<file path="config.mk">
export PLATFORM = sky130hd
export DESIGN_NAME = btn_conditioner
export DESIGN_NICKNAME = d
export VERILOG_FILES = /design/src/rtl/btn_pkg.sv /design/src/rtl/debounce_cell.sv /design/src/rtl/btn_conditioner.sv
export SDC_FILE = /design/constraint.sdc
export NUM_CORES = 1
export LEC_CHECK = 0
export CORE_MARGIN = 2
export CORE_UTILIZATION = 60
export DETAILED_ROUTE_END_ITERATION = 7
export PLACE_DENSITY_LB_ADDON = 0.08
export SKIP_CTS_REPAIR_TIMING = 1
export SYNTH_ARGS = -nofsm -noshare
export SYNTH_HDL_FRONTEND = slang
export SYNTH_SLANG_ARGS = --single-unit
</file>
<file path="constraint.sdc">
create_clock -name clk -period 9 [get_ports clk]
set_input_delay 1.8 -clock clk [delete_from_list [all_inputs] [get_ports clk]]
set_output_delay 1.8 -clock clk [all_outputs]
set_load 0.01 [all_outputs]
</file>
<file path="src/rtl/btn_pkg.sv">
// Shared constants and types for the push-button conditioning front end.
package btn_pkg;

  localparam int N_BTN_DEFAULT = 5;

  localparam int BTN_C = 0;
  localparam int BTN_U = 1;
  localparam int BTN_L = 2;
  localparam int BTN_R = 3;
  localparam int BTN_D = 4;

  typedef enum logic [1:0] {
    STABLE_LO = 2'd0,
    CHK_HI    = 2'd1,
    STABLE_HI = 2'd2,
    CHK_LO    = 2'd3
  } db_state_t;

  function automatic int max2(input int a, input int b);
    return (a > b) ? a : b;
  endfunction

endpackage

</file>
<file path="src/rtl/debounce_cell.sv">
// One button: 2-flop synchroniser, debounce FSM with stability counter, and
// registered level/press/release. Auto-repeat is built only with BTN_REPEAT_EN.
module debounce_cell
  import btn_pkg::*;
#(
  parameter int DB_CYCLES = 500000
`ifdef BTN_REPEAT_EN
  ,
  parameter int REPEAT_DELAY = 25000000,
  parameter int REPEAT_RATE  = 5000000
`endif
) (
  input  logic      clk,
  input  logic      reset,
  input  logic      btn_raw_i,
  output logic      level_o,
  output logic      press_o,
  output logic      release_o,
  output db_state_t state_o
);

  localparam int CW = $clog2(DB_CYCLES + 1);
  localparam logic [CW-1:0] CNT_LAST = CW'(DB_CYCLES - 1);

  logic [1:0]    sync_q;
  logic          btn_sync;
  db_state_t     state_q, state_d;
  logic [CW-1:0] cnt_q, cnt_d;
  logic          level_q, level_d;
  logic          press_q, press_d;
  logic          release_q, release_d;

  assign btn_sync = sync_q[1];

  always_ff @(posedge clk or posedge reset) begin
    if (reset) begin
      sync_q    <= '0;
      state_q   <= STABLE_LO;
      cnt_q     <= '0;
      level_q   <= 1'b0;
      press_q   <= 1'b0;
      release_q <= 1'b0;
    end else begin
      sync_q    <= {sync_q[0], btn_raw_i};
      state_q   <= state_d;
      cnt_q     <= cnt_d;
      level_q   <= level_d;
      press_q   <= press_d;
      release_q <= release_d;
    end
  end

  always_comb begin
    state_d = state_q;
    case (state_q)
      STABLE_LO: if (btn_sync) state_d = CHK_HI;
      CHK_HI: begin
        if (!btn_sync)              state_d = STABLE_LO;
        else if (cnt_q == CNT_LAST) state_d = STABLE_HI;
      end
      STABLE_HI: if (!btn_sync) state_d = CHK_LO;
      CHK_LO: begin
        if (btn_sync)               state_d = STABLE_HI;
        else if (cnt_q == CNT_LAST) state_d = STABLE_LO;
      end
      default: state_d = STABLE_LO;
    endcase
  end

`ifdef BTN_REPEAT_EN
  localparam int RW = $clog2(max2(REPEAT_DELAY, REPEAT_RATE) + 1);

  logic [RW-1:0] rpt_cnt_q, rpt_cnt_d;
  logic          rpt_armed_q, rpt_armed_d;
  logic [RW-1:0] rpt_last;

  always_ff @(posedge clk or posedge reset) begin
    if (reset) begin
      rpt_cnt_q   <= '0;
      rpt_armed_q <= 1'b0;
    end else begin
      rpt_cnt_q   <= rpt_cnt_d;
      rpt_armed_q <= rpt_armed_q ? rpt_armed_d : rpt_armed_d;
    end
  end

  // First repeat waits REPEAT_DELAY; once armed, each further one waits REPEAT_RATE.
  assign rpt_last = rpt_armed_q ? RW'(REPEAT_RATE - 1) : RW'(REPEAT_DELAY - 1);
`endif

  always_comb begin
    cnt_d     = '0;
    level_d   = level_q;
    press_d   = 1'b0;
    release_d = 1'b0;
    case (state_q)
      STABLE_LO, STABLE_HI: cnt_d = (state_d != state_q) ? CW'(1) : '0;
      default:              cnt_d = (state_d == state_q) ? cnt_q + CW'(1) : '0;
    endcase
    if (state_q == CHK_HI && state_d == STABLE_HI) begin
      level_d = 1'b1;
      press_d = 1'b1;
    end
    if (state_q == CHK_LO && state_d == STABLE_LO) begin
      level_d   = 1'b0;
      release_d = 1'b1;
    end
`ifdef BTN_REPEAT_EN
    rpt_cnt_d   = '0;
    rpt_armed_d = 1'b0;
    if (state_q == STABLE_HI && state_d == STABLE_HI) begin
      if (rpt_cnt_q == rpt_last) begin
        press_d     = 1'b1;
        rpt_armed_d = 1'b1;
      end else begin
        rpt_cnt_d   = rpt_cnt_q + RW'(1);
        rpt_armed_d = rpt_armed_q;
      end
    end
`endif
  end

  assign level_o   = level_q;
  assign press_o   = press_q;
  assign release_o = release_q;
  assign state_o   = state_q;

endmodule

</file>
<file path="src/rtl/btn_conditioner.sv">
// Button front end for led_cycle: one debounce_cell per button plus the sticky
// one-hot speed selection. Define BTN_REPEAT_EN to build hold-to-repeat presses.
module btn_conditioner
  import btn_pkg::*;
#(
  parameter int N_BTN        = N_BTN_DEFAULT,
  parameter int DB_CYCLES    = 500000,
  parameter int REPEAT_DELAY = 25000000,
  parameter int REPEAT_RATE  = 5000000
) (
  input  logic             clk,
  input  logic             reset,
  input  logic [N_BTN-1:0] btn_raw,
  output logic [N_BTN-1:0] btn_level,
  output logic [N_BTN-1:0] btn_press,
  output logic [N_BTN-1:0] btn_release,
  output logic [N_BTN-1:0] sel
);

  if (DB_CYCLES < 2 || REPEAT_DELAY < 1 || REPEAT_RATE < 1) begin : g_bad_params
    $error("btn_conditioner: illegal parameter values");
  end

  // Per-button FSM state, kept as a named signal for debug probing.
  db_state_t [N_BTN-1:0] dbg_state_unused;

  for (genvar gi = 0; gi < N_BTN; gi++) begin : g_cell
    debounce_cell #(
      .DB_CYCLES   (DB_CYCLES)
`ifdef BTN_REPEAT_EN
      ,
      .REPEAT_DELAY(REPEAT_DELAY),
      .REPEAT_RATE (REPEAT_RATE)
`endif
    ) u_cell (
      .clk      (clk),
      .reset    (reset),
      .btn_raw_i(btn_raw[gi]),
      .level_o  (btn_level[gi]),
      .press_o  (btn_press[gi]),
      .release_o(btn_release[gi]),
      .state_o  (dbg_state_unused[gi])
    );
  end

  logic [N_BTN-1:0] sel_q, sel_d;

  // Later loop iterations override earlier ones, so the highest pressed index wins.
  always_comb begin
    sel_d = sel_q;
    for (int i = 0; i < N_BTN; i++) begin
      if (btn_press[i]) begin
        sel_d    = '0;
        sel_d[i] = 1'b1;
      end
    end
  end

  always_ff @(posedge clk or posedge reset) begin
    if (reset) sel_q <= '0;
    else       sel_q <= sel_d;
  end

  assign sel = sel_q;

endmodule

</file>
==> impl_results.md <==
* Outcome: completed
* Critical Path Source: g_cell[3].u_cell.press_o$_DFF_PP0_
* Share of cells above drive strength 1 at 5.09%
* Cell Area, Synth at roughly 6600 um^2
* Proportion of netlist area held by the largest area contributor at 51.1%
* RD Place Congestion at ~0.88
* First-pass GRT wire length at 21200 um
* Delay-heaviest family, CP: buffers and inverters
* Period utilization at 37.5%
* Leak at between 2 and 3 nW
* Worst-path maximum fanout at 6
* Critical path required time at 7.20 ns
* Post-synth ARST share at between 90% and 100%
* Clk buf depth at 2
* Full die area at approximately 12000 um^2
* Finish-stage setup viols at 0
* DIE HEIGHT at 109 um
* Worst r2r path cells at 4
* Setup TNS at 0 ns
* Crit end category: primary output
* Post-Syn Nets at about 680
* DRT antenna net count at 0
* Clk_skew at 0.00737 ns
* FF+latch count, synth at 135
* Power per cell area at about 170 nW/um^2
* Most common cell after layout, fill and taps aside: dfrtp_1
* Final hold vios at 0
* Sink Count at 135
* Seq/Total Area, Yosys at 51.1%
* R2R Setup Slk at 6.50 ns
* RSZ-0062 raised after global routing: no
* Die X at 109 um
* Via count at 4851
* Worst vdd ir at 0.000142 V
* 1st-iter DRT viols at 282
* Primary FF master, synth: dfrtp_1
* Max incr delay on CP at 0.59 ns
* Critical path class: register to primary output
* Final min period at roughly 3.4 ns
* Reg-to-Reg End: g_cell[4].u_cell.cnt_q[2]$_DFF_PP0_
* Most frequent cells in the layout: dfrtp_1 (135), nor2_1 (98), xnor2_1 (49), nand4_1 (39), nand3_1 (37)
* Total iterations of the first detailed-routing run at 5
* Worst-Margin Slew at around 1.2 ns
* Critical path endpoint: btn_press[3]
* Post-Layout Inst Area at 7340 um^2
* Gr usage total at a little under a quarter
* Post-synth cell types at 48
* Top cells by area, synth: dfrtp_1 (51%), xnor2_1 (6.5%), nor2_1 (5.6%)
* Largest net degree at the start of global routing at 75
* Final Power at ~0.0012 W
* FMAX at between 200 and 300 MHz
* Row count at 38
* CTS tree: done
* Port bufs at 26
* Final Max Tran Viols at 0
* Worst hold path type: register to register
* Worst skew pair latency at roughly 0.52 ns
* Synth Instances at 667
* Via density at just under 6
* Clock slew at reported path FFs at approximately 0.05 ns
* Vias in the first global route at around 4500
* DP Area at 6850 um^2
* GRT overflow at 0
* Synth Area per Inst at 9.91 um^2
* Crit path cell chain: clkdlybuf4s50_1
* Number of synthesized flops with an enable pin at 0
* Slowest-stage cell, CP: clkdlybuf4s50_1
* Cell count along the critical path at 1
* DR WL/cell at 15.3 um
* Initial antenna violation count at 0
* Syn. warnings at 0
* Dpl hpwl at around 8600 um
* Final Routed Wirelength at 12700 um
* CP startpoint kind: register
* Starting density of the core at 61.2%
* Core ar. at around 11000 um^2
* Crit path arrival time at 1.58 ns
* Worst slew margin at 17.9%
* Cell taking the most area after synthesis: dfrtp_1
* Root Buffer Master: clkbuf_8
* FF-to-FF Start: g_cell[4].u_cell.cnt_q[11]$_DFF_PP0_
* Antenna diodes at 0
* Drt drc at 0
* Area grow syn2layout at 11.1%
* Boundary pin count at 27
* # H-tree levels at 4
* Layout net count at approximately 690
* Max_cap viols at 0
* Num CTS Buffers at 17
* Buf+Inv Stages, Crit Path at 1
[power breakdown]
group	total, W	switching (W)	internal (W)
registers	0.000621	0.00000673	0.000614
logic	0.0000321	0.0000235	0.00000866
clock network	0.000581	0.000228	0.000353
[routing by layer]
layer  GRT usage, %  up-vias  routed length, um
met5              0        -                  0
met4           8.61        0                172
met3           5.44       12                408
met2           34.3       69               5770
met1           32.5     2392               6320
li1               -     2378                  -
[cell families (layout without fill, tap and decap cells)]
family | Yosys count | count (layout) | synth area share, %
buffers and inverters | 68 | 88 | 4.96
AOI/OAI and AO/OA | 60 | 60 | 5.59
DFF | 135 | 135 | 51.1
muxes | 5 | 5 | 0.795
adders and majority gates | 5 | 5 | 0.947
and+or+nand+nor | 321 | 321 | 26.9
xor gates and xnor gates | 73 | 73 | 9.67
[cell usage after synthesis (19+ instances only)]
master / count
a21oi_1: 20
dfrtp_1: 135
inv_1: 32
nand2_1: 25
nand3_1: 37
nand4_1: 39
nor2_1: 98
nor3_1: 20
nor4_1: 26
o21ai_0: 19
xnor2_1: 49
xor2_1: 24
[registers in the layout, indices dropped and copies added, names as in the netlist]
| register | cells |
|---|---|
| g_cell.u_cell.level_o | 5 |
| sel | 5 |
| g_cell.u_cell.state_o | 10 |
| g_cell.u_cell.release_o | 5 |
| g_cell.u_cell.cnt_q | 95 |
| g_cell.u_cell.press_o | 5 |
| g_cell.u_cell.sync_q | 10 |
[worst min-delay path by stage]
stage | startpoint | cells past startpoint | endpoint
floorplan | g_cell[0].u_cell.sync_q[0]$_DFF_PP0_ | 0 | g_cell[0].u_cell.sync_q[1]$_DFF_PP0_
global placement | g_cell[0].u_cell.sync_q[0]$_DFF_PP0_ | 0 | g_cell[0].u_cell.sync_q[1]$_DFF_PP0_
detailed placement | g_cell[1].u_cell.sync_q[0]$_DFF_PP0_ | 0 | g_cell[1].u_cell.sync_q[1]$_DFF_PP0_
CTS | g_cell[0].u_cell.sync_q[0]$_DFF_PP0_ | 0 | g_cell[0].u_cell.sync_q[1]$_DFF_PP0_
global route | g_cell[3].u_cell.sync_q[0]$_DFF_PP0_ | 0 | g_cell[3].u_cell.sync_q[1]$_DFF_PP0_
finish | g_cell[3].u_cell.sync_q[0]$_DFF_PP0_ | 0 | g_cell[3].u_cell.sync_q[1]$_DFF_PP0_
[area by class of cell]
type	count	area [um^2]
multi-input combinational	464	2900
clock inverter	5	25.0
fill	826	3450
clock buffer	24	470
timing repair buffer	27	268
inverter	32	125
tap	140	175
sequential	135	3380
[per-stage QoR]
step	setup slack (ns)	util, %	std cells	hold slack, ns
after floorplan	3.59	-	667	0.331
after global placement	5.36	63.5	798	0.332
after detailed placement	5.32	63.5	798	0.336
after CTS	5.61	68.1	827	0.350
after global routing	5.56	68.1	827	0.350
final	5.62	68.1	827	0.347
Note: power is estimated with default switching activity, not from simulation.
